File: src/rtl/boot_ctrl_pkg.sv
// Shared types and constants for the boot sequencer.
package boot_ctrl_pkg;

   typedef enum logic [2:0] {
      SYNC,
      LEN,
      DATA,
      WRITE,
      CSUM,
      DONE,
      ERR
   } state_t;

   localparam logic [7:0] SYNC_BYTE  = 8'hA5;
   localparam int         BYTE_IDX_W = 2;

endpackage

File: src/rtl/boot_ctrl.sv
// Boot sequencer: receives a framed image over a byte stream, writes it into
// instruction memory and releases the core once the checksum matches.
//
// state | meaning
// SYNC  | discard bytes until the sync byte arrives
// LEN   | collect 4-byte little-endian word count
// DATA  | collect 4 payload bytes of one word
// WRITE | one-cycle memory write bubble, then next word or checksum
// CSUM  | compare one byte against the running XOR of the payload
// DONE  | image verified, core released (left only by reset)
// ERR   | load aborted, core held (left only by reset)
module boot_ctrl
   import boot_ctrl_pkg::*;
#(
   parameter int ADDR_WIDTH = 12,
   parameter int TIMEOUT    = 1000000
) (
   input  logic                  clk_i,
   input  logic                  rst_i,
   input  logic [7:0]            rx_data_i,
   input  logic                  rx_valid_i,
   output logic                  rx_ready_o,
   output logic [ADDR_WIDTH-1:0] mem_addr_o,
   output logic [31:0]           mem_data_o,
   output logic                  mem_we_o,
   output logic [3:0]            mem_be_o,
   output logic                  core_rst_no,
   output logic                  busy_o,
   output logic                  done_o,
   output logic                  err_o
);

   // Down-counter: loaded on accept/state entry, expiry when it sits at zero
   // on an idle cycle, so the abort lands after TIMEOUT-1 idle cycles.
   localparam int                TMR_W     = $clog2(TIMEOUT + 1);
   localparam logic [TMR_W-1:0]  TMR_LOAD  = TMR_W'(TIMEOUT - 2);
   localparam logic [32:0]       MAX_WORDS = 33'd1 << ADDR_WIDTH;

   state_t                  state_q, state_d;
   logic [BYTE_IDX_W-1:0]   idx_q, idx_d;
   logic [23:0]             len_q, len_d;
   logic [ADDR_WIDTH:0]     rem_q, rem_d;
   logic [ADDR_WIDTH-1:0]   addr_q, addr_d;
   logic [31:0]             data_q, data_d;
   logic [7:0]              csum_q, csum_d;
   logic [TMR_W-1:0]        tmr_q, tmr_d;
   logic                    we_q, we_d;
   logic [3:0]              be_q, be_d;
   logic                    busy_q, busy_d;
   logic                    done_q, done_d;
   logic                    err_q, err_d;
   logic                    accept;
   logic                    tmr_zero;
   logic [31:0]             len_word;

   assign rx_ready_o = !rst_i && (state_q inside {SYNC, LEN, DATA, CSUM});
   assign accept     = rx_valid_i && rx_ready_o;
   assign tmr_zero   = (tmr_q == '0);
   assign len_word   = {rx_data_i, len_q};

   // Next-state, datapath and registered-output decode.
   always_comb begin
      state_d = state_q;
      idx_d   = idx_q;
      len_d   = len_q;
      rem_d   = rem_q;
      addr_d  = addr_q;
      data_d  = data_q;
      csum_d  = csum_q;
      tmr_d   = tmr_q;

      if (state_q inside {LEN, DATA, CSUM}) begin
         tmr_d = accept ? TMR_LOAD : tmr_q - TMR_W'(1);
      end

      case (state_q)
         SYNC: begin
            if (accept && rx_data_i == SYNC_BYTE) begin
               state_d = LEN;
               idx_d   = '0;
               len_d   = '0;
               csum_d  = '0;
               addr_d  = '0;
               tmr_d   = TMR_LOAD;
            end
         end
         LEN: begin
            if (accept) begin
               len_d = {rx_data_i, len_q[23:8]};
               idx_d = idx_q + BYTE_IDX_W'(1);
               if (idx_q == '1) begin
                  if ({1'b0, len_word} > MAX_WORDS) begin
                     state_d = ERR;
                  end else if (len_word == '0) begin
                     state_d = CSUM;
                  end else begin
                     state_d = DATA;
                     rem_d   = len_word[ADDR_WIDTH:0];
                  end
               end
            end else if (tmr_zero) begin
               state_d = ERR;
            end
         end
         DATA: begin
            if (accept) begin
               data_d = {rx_data_i, data_q[31:8]};
               csum_d = csum_q ^ rx_data_i;
               idx_d  = idx_q + BYTE_IDX_W'(1);
               if (idx_q == '1) begin
                  state_d = WRITE;
               end
            end else if (tmr_zero) begin
               state_d = ERR;
            end
         end
         WRITE: begin
            addr_d  = addr_q + ADDR_WIDTH'(1);
            rem_d   = rem_q - (ADDR_WIDTH + 1)'(1);
            idx_d   = '0;
            tmr_d   = TMR_LOAD;
            state_d = (rem_q == (ADDR_WIDTH + 1)'(1)) ? CSUM : DATA;
         end
         CSUM: begin
            if (accept) begin
               state_d = (rx_data_i == csum_q) ? DONE : ERR;
            end else if (tmr_zero) begin
               state_d = ERR;
            end
         end
         default: ;
      endcase

      we_d   = (state_d == WRITE);
      be_d   = we_d ? 4'hF : 4'h0;
      busy_d = state_d inside {LEN, DATA, WRITE, CSUM};
      done_d = (state_d == DONE);
      err_d  = (state_d == ERR);
   end

   // State and output registers; memory contents are outside and untouched by reset.
   always_ff @(posedge clk_i) begin
      if (rst_i) begin
         state_q <= SYNC;
         idx_q   <= '0;
         len_q   <= '0;
         rem_q   <= '0;
         addr_q  <= '0;
         data_q  <= '0;
         csum_q  <= '0;
         tmr_q   <= '0;
         we_q    <= 1'b0;
         be_q    <= 4'h0;
         busy_q  <= 1'b0;
         done_q  <= 1'b0;
         err_q   <= 1'b0;
      end else begin
         state_q <= state_d;
         idx_q   <= idx_d;
         len_q   <= len_d;
         rem_q   <= rem_d;
         addr_q  <= addr_d;
         data_q  <= data_d;
         csum_q  <= csum_d;
         tmr_q   <= tmr_d;
         we_q    <= we_d;
         be_q    <= be_d;
         busy_q  <= busy_d;
         done_q  <= done_d;
         err_q   <= err_d;
      end
   end

   assign mem_addr_o  = addr_q;
   assign mem_data_o  = data_q;
   assign mem_we_o    = we_q;
   assign mem_be_o    = be_q;
   assign core_rst_no = done_q;
   assign busy_o      = busy_q;
   assign done_o      = done_q;
   assign err_o       = err_q;

endmodule
File: config.mk
export PLATFORM = sky130hd
export DESIGN_NAME = boot_ctrl
export DESIGN_NICKNAME = d
export VERILOG_FILES = /design/src/rtl/boot_ctrl_pkg.sv /design/src/rtl/boot_ctrl.sv
export SDC_FILE = /design/constraint.sdc
export NUM_CORES = 1
export LEC_CHECK = 0
export CORE_ASPECT_RATIO = 1.25
export CORE_MARGIN = 2
export CORE_UTILIZATION = 50
export DETAILED_ROUTE_END_ITERATION = 8
export GPL_TIMING_DRIVEN = 1
export PLACE_DENSITY_LB_ADDON = 0.15
export SLEW_MARGIN = 20
export SYNTH_ARGS = -nofsm -noshare
export SYNTH_HDL_FRONTEND = slang
export SYNTH_SLANG_ARGS = --single-unit
File: constraint.sdc
create_clock -name clk_i -period 4.86 [get_ports clk_i]
set_input_delay 0.486 -clock clk_i [delete_from_list [all_inputs] [get_ports clk_i]]
set_output_delay 0.486 -clock clk_i [all_outputs]
set_load 0.02 [all_outputs]
# [Yosys cells after proc, flatten, opt, wreduce, memory -nomap -nowiden]
# Index checks and enable logic that the tools add are counted.
[word_totals] regBits=122 out_inout_bits=54 wordCells=95
[op_classes] addsub=4 n_lt_le_gt_ge=1 n_eq_ne=21 mux=33 bitwise=1 reduce_logical=22
[op_table] operator="$mux W20" count=3
[op_table] operator="$mux W13" count=4
[op_table] operator="$mux W24" count=2
[op_table] operator="$pmux W24 S2" count=1
[op_table] operator="$pmux W20 S2" count=1
[op_table] operator="$gt A32 B13 Y1 const B" count=1
[op_table] operator="$logic_not A32 Y1" count=1
[op_table] operator="$mux W3" count=10
[op_table] operator="$pmux W13 S2" count=1
[op_table] operator="$pmux W12 S2" count=1
[op_table] operator="$logic_not A20 Y1" count=1
[op_table] operator="$sub A20 B1 Y20 const B" count=1
[op_table] operator="$mux W8" count=2
[op_table] operator="$pmux W8 S2" count=1
[op_table] operator="$pmux W3 S5" count=1
[op_table] operator="$eq A13 B1 Y1 const B" count=1
[op_table] operator="$sub A13 B1 Y13 const B" count=1
[op_table] operator="$add A12 B1 Y12 const B" count=1
[op_table] operator="$eq A3 B2 Y1 const B" count=4
[op_table] operator="$eq A3 B3 Y1 const B" count=4
[op_table] operator="$mux W12" count=1
[op_table] operator="$reduce_and A3 Y1" count=3
[op_table] operator="$eq A8 B8 Y1" count=1
[op_table] operator="$eq A8 B8 Y1 const B" count=1
[op_table] operator="18 further kinds" count=34

# [Depth between registers and ports, before layout]
# Gate-level depths: netlist (run 1).
[depth] word_depth=9 mapped_depth=8 mapped_depth_nobuf=8

# [Least setup slack after synthesis (run 1)]
# No wires, ideal clock.
[synth_path] kind="input to register" startpoint="in rx_data_i[1]" endpoint="reg rem_q[1]" arrival_time_ps=2091 t_required_ps=4801 slack_ps=2710 path_stages=6 cell_sequence="or4_1 -> nand4b_1 -> and4bb_4 -> o21ai_4 -> a2111oi_4 -> a31o_1"
[synth_between] elab_chain_cells=3 elab_cells_between_ends=5
[synth_lines] item="from (decl)" line_no="boot_ctrl.sv:20" rtl="input logic [7:0] rx_data_i,"
[synth_lines] item="$gt A32 B13 Y1 / $logic_not A32 Y1 (equally long branches)" line_no="boot_ctrl.sv:92, boot_ctrl.sv:94"
[synth_lines] item="$ne A2 B2 Y1 (no line)"
[synth_lines] item="$reduce_and A5 Y1 (no line) (*)"
[synth_lines] item="to (signal assigned)" line_no="boot_ctrl.sv:161" rtl="rem_q <= rem_d;"
[synth_lines] item="to (decl)" line_no="boot_ctrl.sv:42" rtl="logic [ADDR_WIDTH:0] rem_q, rem_d;"
# Every way passes the cells marked *; elsewhere a longest branch is shown, timed or not.
# A chain may end at the register's enable or synchronous reset.

# [Worst setup path after layout (run 1)]
[layout_path] startpoint="in rx_valid_i" endpoint="reg err_q, in the netlist err_o"
[layout_between] elab_chain_cells=5 elab_cells_between_ends=8
[layout_lines] item="from (decl)" line_no="boot_ctrl.sv:21" rtl="input logic rx_valid_i,"
[layout_lines] item="$logic_and A1 B1 Y1 (*)" line_no="boot_ctrl.sv:57" rtl="assign accept = rx_valid_i && rx_ready_o;"
[layout_lines] item="$logic_and A1 B1 Y1" line_no="boot_ctrl.sv:78" rtl="if (accept && rx_data_i == SYNC_BYTE) begin"
[layout_lines] item="$mux W3" line_no="boot_ctrl.sv:78"
[layout_lines] item="$pmux W3 S5 (*)" line_no="boot_ctrl.sv:76" rtl="case (state_q)"
[layout_lines] item="$eq A3 B3 Y1 (*)" line_no="boot_ctrl.sv:138" rtl="err_d = (state_d == ERR);"
[layout_lines] item="to (signal assigned)" line_no="boot_ctrl.sv:170" rtl="err_q <= err_d;"
[layout_lines] item="to (decl)" line_no="boot_ctrl.sv:51" rtl="logic err_q, err_d;"
# Marked as above.

==> results of run 1 <==
==> logic make-up after synthesis <==
| group | share of synthesized area |
|---|---|
| DFF | 0.441 |
| muxes | 0.00397 |
| adders and majority gates | 0.0159 |
| AOI/OAI and AO/OA | 0.202 |
| xor gates and xnor gates | 0.0392 |
| buffers and inverters | 0.0404 |
| and+or+nand+nor | 0.257 |
==> worst paths after layout <==
kind | to | depth (start not counted) | from | slack (ns)
worst min register to register | mem_data_o[4] | 2 | mem_data_o[4] | 0.45
worst max register to register | tmr_q[11] | 6 | state_q[0] | 2.13
worst max-delay path | err_o | 7 | rx_valid_i | 1.87
worst min-delay path | mem_data_o[4] | 2 | mem_data_o[4] | 0.45
==> cell usage after synthesis (all sizes together), types with 5 or more instances <==
library cell / instances / area, um2
dfxtp: 118 / 2360
nand2: 99 / 372
nor2: 77 / 292
a21oi: 71 / 355
clkbuf: 32 / 121
a22oi: 26 / 200
o21ai: 25 / 136
nor4: 17 / 106
xnor2: 17 / 149
nand3: 14 / 70.1
nor3: 11 / 55.1
and3: 10 / 62.6
buf: 10 / 57.6
inv: 10 / 37.5
nand3b: 10 / 75.1
a32o: 7 / 70.1
nand2b: 7 / 43.8
xor2: 7 / 61.3
ha: 6 / 75.1
nor2b: 6 / 37.5
a31oi: 5 / 37.5
and2: 5 / 33.8
nand4: 5 / 31.3
==> tightest hold or removal path: cells and delay by family (launching register included) <==
kind	cells	cell delay, ns
simple gates	1	0.05
flops	1	0.31
compound gates	1	0.05
==> flip-flops by register name, summed over array words and instances (netlist names), 2 cells and up <==
register    cells
mem_data_o     32
rem_q          13
csum_q          8
mem_addr_o     12
len_q          24
tmr_q          20
idx_q           2
state_q         3
==> where the power goes <==
group | leakage, uW | switching [uW] | total (uW) | internal, uW
Sequential | 0.000950 | 9.09 | 985 | 976
Combinational | 0.00101 | 73.5 | 114 | 40.1
Clock | 0.000279 | 461 | 1220 | 755
==> metal layers <==
metal | vias up | track usage | share of wire
li1 | 2410 | - | -
met1 | 2363 | 0.303 | 0.43
met3 | 22 | 0.0590 | 0.050
met4 | 0 | 0.0924 | 0.017
met2 | 144 | 0.393 | 0.50
met5 | - | 0 | 0
==> through the flow <==
step / area [um2] / util / total power (uW) / cells / hold slack (ns)
2_1_floorplan: 5360 / - / 1080 / 653 / 0.450
3_3_place_gp: 6010 / 0.572 / 1120 / 810 / 0.442
3_5_place_dp: 6010 / 0.572 / 1120 / 810 / 0.449
4_1_cts: 6590 / 0.627 / 2330 / 842 / 0.457
5_1_grt: 6590 / 0.627 / 2390 / 842 / 0.478
6_report: 6590 / 0.627 / 2310 / 842 / 0.453
==> cell type report <==
| class | count | area (um2) |
|---|---|---|
| clock inverter | 15 | 155 |
| sequential | 118 | 2360 |
| tap | 132 | 165 |
| multi-input combinational | 483 | 2790 |
| inverter | 10 | 37.5 |
| fill | 932 | 3920 |
| clock buffer | 17 | 425 |
| timing repair buffer | 67 | 661 |
==> results.sh, run 1 <==
export IMPL_status="complete, no violations"
export IMPL_port_buffers=64
export IMPL_finalSetupTns_ns=0
export IMPL_gp_routability_congestion=0.831
export IMPL_fin_crit_ns=2.99
export IMPL_crit_type="in2reg"
export IMPL_vdd_drop_max_v=0.000268
export IMPL_grt_start_max_net_pins=67
export IMPL_grt_usage=0.241
export IMPL_htree_levels=4
export IMPL_antenna_found_initial=0
export IMPL_dieHeight_um=120
export IMPL_rows=42
export IMPL_start_util=0.510
export IMPL_synth_edf_count=0
export IMPL_grt_pass1_vias=4524
export IMPL_cts_setup_buffers=0
export IMPL_finalHoldViolCount=0
export IMPL_start_kind="primary input"
export IMPL_drtAntennaViolNets=0
export IMPL_maxSlewViolCount=0
export IMPL_ys_ff_latch=118
export IMPL_power_density_nw_per_um2=351
export IMPL_endpoint_kind="register"
export IMPL_setup_violations=0
export IMPL_avgSynthCellArea_um2=8.20
export IMPL_critPathRequiredTime_ns=5.21
export IMPL_cpLargestDelayFamily="simple AND/OR/NAND/NOR gates"
export IMPL_ys_types=70
export IMPL_worst_slack_ns=1.87
export IMPL_drt_iter0_drc=413
export IMPL_fin_nets=714
export IMPL_yosysSeqAreaShare=0.441
export IMPL_dieWidth_um=96.6
export IMPL_dp_hpwl_mm=9.18
export IMPL_p_leak_uw=0.00224
export IMPL_cts_sinks=118
export IMPL_cap_violations=0
export IMPL_period_share=0.615
export IMPL_antennaDiodeCount=0
export IMPL_yosysWarnings=0
export IMPL_syn_inst=653
export IMPL_viasPerCell=5.87
export IMPL_drc_errors=0
export IMPL_cts_tree="done"
export IMPL_dp_slack_ns=1.53
export IMPL_mostFrequentLayoutCell="dfxtp_1"
export IMPL_grt_pass1_wl_mm=21.7
export IMPL_async_reset_ff_frac=0
export IMPL_cts_buffers=17
export IMPL_cpPeakStageDelay_ns=0.88
export IMPL_wire_per_inst_um=16.0
export IMPL_synthesis_nets=670
export IMPL_ys_flop_type="dfxtp_1"
export IMPL_overflow=0
export IMPL_areaGrowthSynthToFinish_pct=23.0
export IMPL_firstDrtPassIters=5
export IMPL_ios=65
export IMPL_drive_above_1_share=0.0704
export IMPL_holdBufCountCts=0
export IMPL_clock_latency_ns=0.41
export IMPL_cp_max_fo=25
export IMPL_crit_top_cell="and3_1"
export IMPL_cts_resized=0
export IMPL_arrival_ns=3.34
export IMPL_cpMaxStageDelayCell="and3_1"
export IMPL_holdCritPathClass="reg2reg"
export IMPL_clock_path_buffers=2
export IMPL_routed_wl_mm=13.5
export IMPL_rsz0062_at_grt="no"
export IMPL_root_buffer="clkbuf_16"
export IMPL_fmax_ghz=0.335
export IMPL_final_cell_mix="dfxtp_1 (118), nand2_1 (99), nor2_1 (75), a21oi_1 (71), clkdlybuf4s50_1 (63)"
export IMPL_dr_total_vias=4939
export IMPL_clk_pin_slew_ns=0.06
export IMPL_skew_ns=0.00577
export IMPL_cp_cell_sequence="clkdlybuf4s50_1 > nor2b_1 > and3_1 > nand2_1 > o211ai_1 > and2_4 > and3_1"
export IMPL_synth_area_um2=5360
export IMPL_slew_headroom=0.309
export IMPL_die_area_um2=11600
export IMPL_tightest_slew_ns=1.03
export IMPL_cp_buffers_inverters=1
export IMPL_coreArea_um2=10500
No activity file was read; power rests on OpenSTA's default activity.
==> inputs of run 2 (changes only) <==
Clock period 4.86 ns to 2.62 ns, I/O delays scaled along.
==> run 2 against run 1 <==
Worst hold slack worse by 0.027 ns. Non-clock buffer count grew 28. Critical path depth decreased by 3. Flip-flop and latch count stayed put. Sequential power is 86% higher. Sequential share of layout area is 1.1 points lower. Clock skew about the same. Combinational power is 100% higher. Via count rose by 1.3%. Design area is 3.1% higher. Clock-buffer cell count increased by 6. Critical endpoint is now rx_ready_o.
==> results.sh, run 2 (same netlist as run 1, synthesis figures left out) <==
export IMPL_ff_latch_area_um2=2360
export IMPL_cts_tree="done"
export IMPL_overflow=0
export IMPL_dp_slack_ns=0.0108
export IMPL_htree_levels=4
export IMPL_crit_reg2reg_launch="tmr_q[14]"
export IMPL_largest_reg_flops=32
export IMPL_die_area_um2=11600
export IMPL_holdBufCountCts=0
export IMPL_power_density_nw_per_um2=629
export IMPL_drt_iter0_drc=372
export IMPL_maxSlewViolCount=0
export IMPL_r2r_cells=6
export IMPL_antennaDiodeCount=0
export IMPL_routed_wl_mm=13.9
export IMPL_critPathRequiredTime_ns=2.36
export IMPL_drive_above_1_share=0.102
export IMPL_hold_depth=3
export IMPL_fmax_ghz=0.429
export IMPL_wire_per_inst_um=16.0
export IMPL_dr_total_vias=5001
export IMPL_finalHoldViolCount=0
export IMPL_dieHeight_um=120
export IMPL_cpMaxStageDelayCell="clkdlybuf4s50_1"
export IMPL_r2r_slack_ns=0.42
export IMPL_start_util=0.510
export IMPL_cpPeakStageDelay_ns=0.64
export IMPL_rsz0062_at_grt="no"
export IMPL_worstHoldStart="rst_i"
export IMPL_skew_ns=0.00603
export IMPL_grt_usage=0.245
export IMPL_layout_cells_non_filler=868
export IMPL_mostFrequentLayoutCell="dfxtp_1"
export IMPL_antenna_found_initial=0
export IMPL_dp_hpwl_mm=9.56
export IMPL_areaGrowthSynthToFinish_pct=26.9
export IMPL_root_buffer="clkbuf_16"
export IMPL_firstDrtPassIters=6
export IMPL_gp_routability_congestion=0.887
export IMPL_cp_buffers_inverters=2
export IMPL_drtAntennaViolNets=0
export IMPL_viasPerCell=5.76
export IMPL_cp_max_fo=17
export IMPL_cts_buffers=17
export IMPL_clock_path_buffers=2
export IMPL_worst_slack_ns=0.288
export IMPL_drc_errors=0
export IMPL_endpoint_kind="output port"
export IMPL_grt_pass1_vias=4636
export IMPL_clk_pin_slew_ns=0.05
export IMPL_dp_cells=838
export IMPL_multiInputGateArea_um2=2780
export IMPL_cts_resized=0
export IMPL_slew_headroom=0.518
export IMPL_holdCritPathClass="in2reg"
export IMPL_start_kind="register"
export IMPL_fillCellCount=933
export IMPL_crit_type="reg2out"
export IMPL_cts_setup_buffers=0
export IMPL_r2r_end="busy_o"
export IMPL_worst_hold_path_endpoint="mem_data_o[27]"
export IMPL_tightest_slew_ns=0.723
export IMPL_clock_latency_ns=0.41
export IMPL_status="complete, no violations"
export IMPL_fin_nets=742
export IMPL_final_cell_mix="dfxtp_1 (118), nand2_1 (99), nor2_1 (75), a21oi_1 (71), clkdlybuf4s50_1 (63)"
export IMPL_ios=65
export IMPL_rows=42
export IMPL_grt_start_max_net_pins=66
export IMPL_cpLargestDelayFamily="buffers and inverters"
export IMPL_coreArea_um2=10500
export IMPL_grt_pass1_wl_mm=22.1
export IMPL_finalSetupTns_ns=0
export IMPL_cp_cell_sequence="buf_4 > maj3_1 > nor2_1 > clkdlybuf4s50_1"
export IMPL_setup_violations=0
export IMPL_arrival_ns=2.07
export IMPL_cts_sinks=118
export IMPL_cap_violations=0
export IMPL_vdd_drop_max_v=0.000393
export IMPL_period_share=0.890
export IMPL_port_buffers=64
export IMPL_fin_crit_ns=2.33
export IMPL_p_leak_uw=0.00237
export IMPL_dieWidth_um=96.6
## run 2: cell types whose count changed in the layout (fill, tap and decap cells not counted), moves of 2 or more
cell      delta
clkbuf_8     +5
clkinv_2     -2
inv_6        -2
clkinv_4     -3
buf_4       +27
## run 2: worst min-delay path: stages
cell	delay, ns
buf_4	0.13
buf_4	0.25
a21oi_1	0.14
## run 2: worst max-delay path by stage
stage / to / depth (start not counted) / slack [ns] / startpoint
CTS: rx_ready_o / 4 / 0.28 / state_q[0]
finish: rx_ready_o / 4 / 0.29 / state_q[0]
detailed placement: mem_be_o[2] / 8 / 0.01 / rx_data_i[1]
global placement: rem_q[4] / 6 / 0.07 / rx_data_i[1]
global route: mem_be_o[2] / 8 / 0.19 / rx_data_i[1]
floorplan: busy_o / 6 / 0.59 / tmr_q[14]
## run 2: area by class of cell
type / count / area share
Multi-Input combinational cell: 483 / 0.409
Sequential cell: 118 / 0.347
Timing Repair Buffer: 95 / 0.130
Clock buffer: 23 / 0.0732
Tap cell: 132 / 0.0243
Clock inverter: 7 / 0.0105
Inverter: 10 / 0.00552
## run 2: through the flow
step / instance area (um2) / hold slack, ns / total power [uW] / utilization
final: 6800 / 0.426 / 4280 / 0.647
after global routing: 6800 / 0.426 / 4410 / 0.647
after CTS: 6800 / 0.411 / 4300 / 0.647
after detailed placement: 6230 / 0.448 / 2090 / 0.593
after global placement: 6230 / 0.442 / 2090 / 0.593
after floorplan: 5360 / 0.398 / 2010 / -
## run 2: per-layer routing
layer / global-route usage / vias up / wire, um / share of wire
li1: - / 2459 / - / -
met1: 0.306 / 2362 / 5880 / 0.42
met2: 0.401 / 160 / 6960 / 0.50
met3: 0.0609 / 20 / 771 / 0.056
met4: 0.0951 / 0 / 237 / 0.017
met5: 0 / - / 0 / 0
## run 2: report_power, final
group	total (uW)	switching [uW]	leakage [uW]	internal [uW]
sequential	1830	14.5	0.000950	1810
combinational	228	138	0.00115	90.2
clock	2220	808	0.000273	1420
==> inputs of run 3 (changes only) <==
Settings changed: ABC_AREA set to 0, REMOVE_ABC_BUFFERS set to 1.
==> run 3 against run 2 <==
Wire length down 3.8%. Worst setup slack improved by 0.070 ns. Non-clock buffer count unchanged. Critical path type unchanged. Largest cell class unchanged. Largest power group unchanged.
==> results.sh, run 3 (same netlist as run 1, synthesis figures left out) <==
export IMPL_dr_total_vias=4943
export IMPL_port_buffers=64
export IMPL_routed_wl_mm=13.3
export IMPL_cpPeakStageDelay_ns=0.61
export IMPL_largest_reg_flops=32
export IMPL_fin_util=0.648
export IMPL_setup_violations=0
export IMPL_clock_latency_ns=0.42
export IMPL_fin_crit_ns=2.26
export IMPL_fin_nets=742
export IMPL_cts_buffers=17
export IMPL_die_area_um2=11600
export IMPL_coreArea_um2=10500
export IMPL_total_power_uw=4290
export IMPL_cts_setup_buffers=0
export IMPL_antennaDiodeCount=0
export IMPL_dieWidth_um=96.6
export IMPL_layout_cells_non_filler=870
export IMPL_dp_cells=838
export IMPL_final_cell_mix="dfxtp_1 (118), nand2_1 (99), nor2_1 (75), a21oi_1 (71), clkdlybuf4s50_1 (63)"
export IMPL_viasPerCell=5.68
export IMPL_clk_pin_slew_ns=0.05
export IMPL_firstDrtPassIters=6
export IMPL_crit_type="reg2out"
export IMPL_areaGrowthSynthToFinish_pct=27.0
export IMPL_grt_pass1_wl_mm=22.4
export IMPL_fillCellCount=915
export IMPL_status="complete, no violations"
export IMPL_root_buffer="clkbuf_16"
export IMPL_mostFrequentLayoutCell="dfxtp_1"
export IMPL_clock_path_buffers=2
export IMPL_rows=42
export IMPL_use_met2=0.408
export IMPL_fmax_ghz=0.442
export IMPL_drt_iter0_drc=305
export IMPL_maxSlewViolCount=0
export IMPL_cp_max_fo=15
export IMPL_grt_busiest_layer="met2"
export IMPL_cap_violations=0
export IMPL_whs_ns=0.143
export IMPL_overflow=0
export IMPL_drc_errors=0
export IMPL_cp_cell_sequence="maj3_1 > nor2_1 > clkdlybuf4s50_1"
export IMPL_cts_sinks=118
export IMPL_holdBufCountCts=0
export IMPL_p_leak_uw=0.00237
export IMPL_wire_per_inst_um=15.3
export IMPL_finalHoldViolCount=0
export IMPL_period_share=0.863
export IMPL_cts_resized=0
export IMPL_slew_headroom=0.583
export IMPL_dp_hpwl_mm=9.23
export IMPL_tightest_slew_ns=0.610
export IMPL_cpMaxStageDelayCell="clkdlybuf4s50_1"
export IMPL_drive_above_1_share=0.104
export IMPL_skew_ns=0.0118
export IMPL_grt_usage=0.244
export IMPL_dieHeight_um=120
export IMPL_vdd_drop_max_v=0.000524
export IMPL_start_util=0.510
export IMPL_holdCritPathClass="in2reg"
export IMPL_grt_use_met1=0.297
export IMPL_grt_start_max_net_pins=55
export IMPL_antenna_found_initial=0
export IMPL_use_met3=0.0584
export IMPL_endpoint_kind="output port"
export IMPL_power_density_nw_per_um2=630
export IMPL_arrival_ns=2.00
export IMPL_rsz0062_at_grt="no"
export IMPL_drtAntennaViolNets=0
export IMPL_ios=65
export IMPL_cpLargestDelayFamily="buffers and inverters"
export IMPL_critPathRequiredTime_ns=2.36
export IMPL_cts_tree="done"
export IMPL_start_kind="register"
export IMPL_htree_levels=4
export IMPL_cp_buffers_inverters=1
export IMPL_grt_pass1_vias=4807
export IMPL_gp_routability_congestion=0.831
run 3: cell types whose count changed in the layout (fill, tap and decap cells not counted):
cell,delta
inv_6,+3
clkinv_4,+2
clkbuf_8,-3
clkinvlp_4,+2
clkinv_2,-2
run 3: per-stage QoR:
| step | setup TNS, ns | worst slack [ns] | cell area [um2] |
|---|---|---|---|
| floorplan | 0 | 0.0268 | 5180 |
| global placement | -0.240 | -0.0937 | 6230 |
| detailed placement | -0.223 | -0.108 | 6230 |
| CTS | 0 | 0.327 | 6810 |
| global route | 0 | 0.119 | 6810 |
| finish | 0 | 0.358 | 6810 |
run 3: final timing paths:
| kind | start | to | slack, ns | cells after the start |
|---|---|---|---|---|
| setup / recovery | state_q[1] | rx_ready_o | 0.36 | 3 |
| hold / removal | rst_i | mem_data_o[9] | 0.14 | 2 |
| setup reg to reg | state_q[1] | tmr_q[19] | 0.37 | 6 |
| hold reg to reg | mem_data_o[2] | mem_data_o[2] | 0.45 | 2 |
run 3: final cells by class:
cell class	instances	area (um2)	area share
clock buffer	20	457	0.0671
clock inverter	12	120	0.0176
inverter	10	37.5	0.00551
multi-input combinational	483	2780	0.409
sequential	118	2360	0.347
tap	132	165	0.0243
timing repair buffer	95	883	0.130
run 3: power breakdown:
part / switching [uW] / total, uW / internal (uW) / leakage (uW)
registers: 15.3 / 1830 / 1810 / 0.000950
logic: 137 / 228 / 91.0 / 0.00115
clock network: 871 / 2240 / 1360 / 0.000266
total: 1020 / 4290 / 3270 / 0.00237
run 3: layer usage:
metal | share of wire | wire length [um]
met4 | 0.023 | 302
met1 | 0.44 | 5800
met2 | 0.50 | 6620
met3 | 0.045 | 598
met5 | 0 | 0
==> patch 1: new RTL, settings of run 3 <==
Make the reset (`rst_i`) asynchronous in one clocked block.
--- a/src/rtl/boot_ctrl.sv
+++ b/src/rtl/boot_ctrl.sv
@@ -139,7 +139,7 @@
    end
 
    // State and output registers; memory contents are outside and untouched by reset.
-   always_ff @(posedge clk_i) begin
+   always_ff @(posedge clk_i or posedge rst_i) begin
       if (rst_i) begin
          state_q <= SYNC;
          idx_q   <= '0;
Behaviour: differs if rst_i is asserted again (counterexample within 4 cycles, from zero or initial values and one cycle with rst_i high); with rst_i held inactive, the same outputs for 4 cycles.
==> patch 1 against run 3 <==
  * Cell area increased by 7.6%
  * Sequential cell count unchanged
  * Global-route usage decreased by 1.3 points
  * Routed wire length increased by 2.0%
  * Non-clock buffer count increased by 2
  * Area after synthesis increased by 8.0%
  * Worst setup slack got worse by 150 ps
  * Worst hold slack improved by 180 ps
Power is not compared: it rests on default switching activity, and its combinational part moved more than twofold at a synthesized area within 25%.
==> patch 1: results (changes against run 3) <==
Parameter                              Value

Run status
  Status    finished clean (unchanged)

Drt
  Total wire length    13.6 mm (was 13.3 mm)
  Met1 layer wirelength in the final routing    5.86 mm (was 5.80 mm)
  Detail Route met2 WL    7.05 mm (was 6.62 mm)
  Detailed-route via count    4634 (was 4943)
  Number of design-rule violations left by the first detailed-router iteration    290 (was 305)

Timing
  Largest clock skew in the final design    8.86 ps (was 11.8 ps)
  Worst relative slew slack    39.2% (was 58.3%)

Floorplanning
  X dimension of the die    100 um (was 96.6 um)

GRT
  GR Layer Usage met3    5.05% (was 5.84%)
  Global routing usage summed across all routing layers    23.1% (was 24.4%)
  Wire length of the first global-routing pass    23.2 mm (was 22.4 mm)
  Vias in the first global route    4805 (was 4807)
  Met2 Track Usage GR    38.8% (was 40.8%)

Placement
  Detailed placement HPWL    9.24 mm (was 9.23 mm)
  Placement-stage worst setup slack    -59.9 ps (was -108 ps)
  Placed cells    791 (was 838)
  Final estimated routing congestion in global placement    0.876 (was 0.831)

Yosys
  Register area share after synthesis    51.0% (was 44.1%)
  Most numerous cell types in the synthesized netlist    dfrtp_1 (118), nand2_1 (95), nand3_1 (47) (was dfxtp_1 (118), nand2_1 (99), nor2_1 (76))
  Cells taking the most area after synthesis    dfrtp_1 (51%), mux2_2 (6.4%), nand2_1 (6.2%), nand3_1 (4.1%), o21ai_0 (3.4%) (was dfxtp_1 (44%), nand2_1 (6.9%), a21oi_1 (6.6%), nor2_1 (5.3%), a22oi_1 (3.5%))

Final layout
  Flip-flop and latch area    2950 um^2 (was 2360 um^2)
  Count of clock buffers in the final design    22 (was 20)
  Filler Cells Inserted    931 (was 915)
  # nets final    692 (was 742)
  Share of final layout cell area taken by non-clock buffers    12.8% (was 13.0%)
  Number of logic inverters in the finished layout    11 (was 10)
  Final core area utilization    65.4% (was 64.8%)

Setup path
  Largest fanout on the critical path    5 (was 15)
  Slowest Stage Delay on Critical Path    570 ps (was 610 ps)
  Slowest cell on the critical path    or4_4 (was clkdlybuf4s50_1)
[patch 1: changes by cell type after synthesis, moves of 14 or more]
cell      delta
nand3_1     +33
a22oi_1     -22
o21ai_0     +15
nor2_1      -40
a21oi_1     -51
dfrtp_1    +118
clkbuf_1    -14
mux2_2      +32
dfxtp_1    -118
[patch 1: power by group through the flow]
stage          Clock, mW  Sequential, mW  Combinational, mW
2_1_floorplan          0            2.12              0.301
3_3_place_gp           0            2.06              0.590
3_5_place_dp           0            2.06              0.613
4_1_cts             2.25            2.04              0.618
5_1_grt             2.33            2.06              0.680
6_report            2.21            2.04              0.617
[patch 1: final timing paths]
| kind | startpoint | endpoint | slack, ps | cells past startpoint |
|---|---|---|---|---|
| worst max-delay path | tmr_q[11]$_DFF_PP0_ | busy_o$_DFF_PP0_ | 210 | 7 |
| worst min-delay path | rst_i | csum_q[7]$_DFFE_PP0P_ | 330 | 2 |
| worst max register to register | tmr_q[11]$_DFF_PP0_ | busy_o$_DFF_PP0_ | 210 | 7 |
| worst min register to register | mem_addr_o[11]$_DFFE_PP0P_ | mem_addr_o[11]$_DFFE_PP0P_ | 470 | 1 |
| max in group asynchronous | rst_i | mem_data_o[21]$_DFFE_PP0P_ | 1590 | 3 |
| min in group clk_i | mem_addr_o[11]$_DFFE_PP0P_ | mem_addr_o[11]$_DFFE_PP0P_ | 470 | 1 |
[patch 1: cells by family after synthesis]
logic type	share of synthesized area, %
AOI/OAI and AO/OA	9.79
and+or+nand+nor	23.6
adders and majority gates	1.30
DFF	51.0
buffers and inverters	3.29
muxes	6.94
xor gates and xnor gates	4.09
[patch 1: worst max-delay path: cells and delay by family, from the launching register on]
| kind | cells | cell delay, ps |
|---|---|---|
| flops | 1 | 430 |
| compound gates | 1 | 170 |
| xor+xnor | 1 | 130 |
| simple gates | 5 | 1600 |
==> patch 2: new RTL, flow settings as in run 3 <==
Without the edit above. The parameter `ADDR_WIDTH` goes from 12 to 13.
--- a/src/rtl/boot_ctrl.sv
+++ b/src/rtl/boot_ctrl.sv
@@ -12,7 +12,7 @@
 module boot_ctrl
    import boot_ctrl_pkg::*;
 #(
-   parameter int ADDR_WIDTH = 12,
+   parameter int ADDR_WIDTH = 13,
    parameter int TIMEOUT    = 1000000
 ) (
    input  logic                  clk_i,
Ports: changed (resized mem_addr_o); port bits go from 65 to 66. No check against the original RTL was run, so the function may have changed too.
==> patch 2 against run 3 <==
  * Sequential cell count is 2 higher
  * Cell count is 7.5% higher
  * Sequential power hardly changed
  * Register-to-register slack worse by 150 ps
  * Power is 2.0% higher
  * Cell area is 6.9% higher
  * Clock power is 7% higher
  * Worst setup slack worse by 140 ps
  * Global-route usage is 0.47 points lower
  * Count of clock-buffer cells in the layout is 2 lower
  * Combinational power is 35% lower
  * Area after synthesis is 6.9% higher
  * Routed wire length is 10% higher
  * Sequential share of layout area is 1.7 points lower
  * Highest routed layer unchanged
==> patch 2: results (changes against run 3) <==
Parameter                              Value

Run status
  Status    finished clean (unchanged)

Setup path
  Largest fanout on the critical path    16 (was 15)
  Slowest Stage Delay on Critical Path    630 ps (was 610 ps)
  Setup slack of the most critical reg-to-reg path    220 ps (was 370 ps)
  Startpoint of the worst setup timing path    state_q[2]$_SDFF_PP0_ (was state_q[1]$_SDFF_PP0_)
  Capture instance of the worst register-to-register path    mem_be_o[2]$_SDFF_PP0_ (was tmr_q[19]$_SDFF_PP0_)

Drt
  Total wire length    14.7 mm (was 13.3 mm)
  Number of design-rule violations left by the first detailed-router iteration    306 (was 305)
  DR vias/cell    5.78 (was 5.68)
  Detailed-route via count    5401 (was 4943)

GRT
  Global routing usage summed across all routing layers    23.9% (was 24.4%)
  Vias in the first global route    5037 (was 4807)

Power
  Combinational gate power    0.148 mW (was 0.228 mW)
  Share of total power in combinational logic    3.4% (was 5.3%)
  VDD IR max    491 uV (was 524 uV)
  Leakage power    2.60 nW (was 2.37 nW)

Yosys
  Register area share after synthesis    41.9% (was 44.1%)
  Cells taking the most area after synthesis    dfxtp_1 (42%), a21oi_1 (6.5%), nand2_1 (6.3%), nor2_1 (5.2%), nor2b_1 (4.0%) (was dfxtp_1 (44%), nand2_1 (6.9%), a21oi_1 (6.6%), nor2_1 (5.3%), a22oi_1 (3.5%))
  Netlist cell types    62 (was 70)
  Syn avg cell area    7.98 um^2 (was 8.20 um^2)
  Most numerous cell types in the synthesized netlist    dfxtp_1 (120), nand2_1 (96), nor2_1 (79) (was dfxtp_1 (118), nand2_1 (99), nor2_1 (76))

Placement
  Area after detailed placement    6660 um^2 (was 6230 um^2)
  Count of input and output buffers    65 (was 64)
  Placed cells    903 (was 838)
  Placement-stage worst setup slack    -101 ps (was -108 ps)

Final layout
  Count of multi-input gates    537 (was 483)
  Filler Cells Inserted    939 (was 915)
  Count of non-CTS buffers in the layout    100 (was 95)
  Multi-input combinational area share    42.5% (was 40.9%)
  Share of final layout cell area taken by non-clock buffers    13.2% (was 13.0%)
  Sequential fraction of total cell area    33.0% (was 34.7%)
  # nets final    804 (was 742)
  Count of clock buffers in the final design    18 (was 20)
  Share of cells above drive strength 1    10.4% (about the same)
  Area of the multi-input gates    3090 um^2 (was 2780 um^2)
  Clk tree area frac    8.43% (was 8.47%)

Timing
  Worst hold slack    397 ps (was 143 ps)
  Minimum clock period    2410 ps (was 2260 ps)
  Worst relative slew slack    45.0% (was 58.3%)

Worst hold path
  Hold path depth    3 (was 2)
  Sink of the worst hold path    idx_q[1]$_SDFFE_PP0P_ (was mem_data_o[9]$_SDFFE_PP0P_)

Clocking
  Number of sinks handled by clock tree synthesis    120 (was 118)
==> patch 2: changes by cell type after synthesis, moves of 5 or more <==
cell      before  now
buf_2          1    6
clkbuf_1      31   38
nor3_1        11   19
and3_1        10    3
a31oi_1        4   33
or3_1          2    8
a22oi_1       25    0
nor2b_1        6   37
==> patch 2: layer usage <==
layer	up-vias	track usage (%)	routed length (um)
met3	24	4.32	509
met5	-	0	0
met2	130	40.9	7430
met1	2551	30.2	6500
li1	2696	-	-
met4	0	9.16	249
==> patch 2: logic make-up (layout without fill, tap and decap cells) <==
kind of cell / Yosys count / count (layout) / synth area share (%)
buffers and inverters: 61 / 143 / 4.46
and+or+nand+nor: 323 / 323 / 28.7
muxes: 7 / 7 / 1.27
DFF: 120 / 120 / 41.9
AOI/OAI and AO/OA: 178 / 178 / 18.8
xor gates and xnor gates: 22 / 22 / 3.36
adders and majority gates: 7 / 7 / 1.49
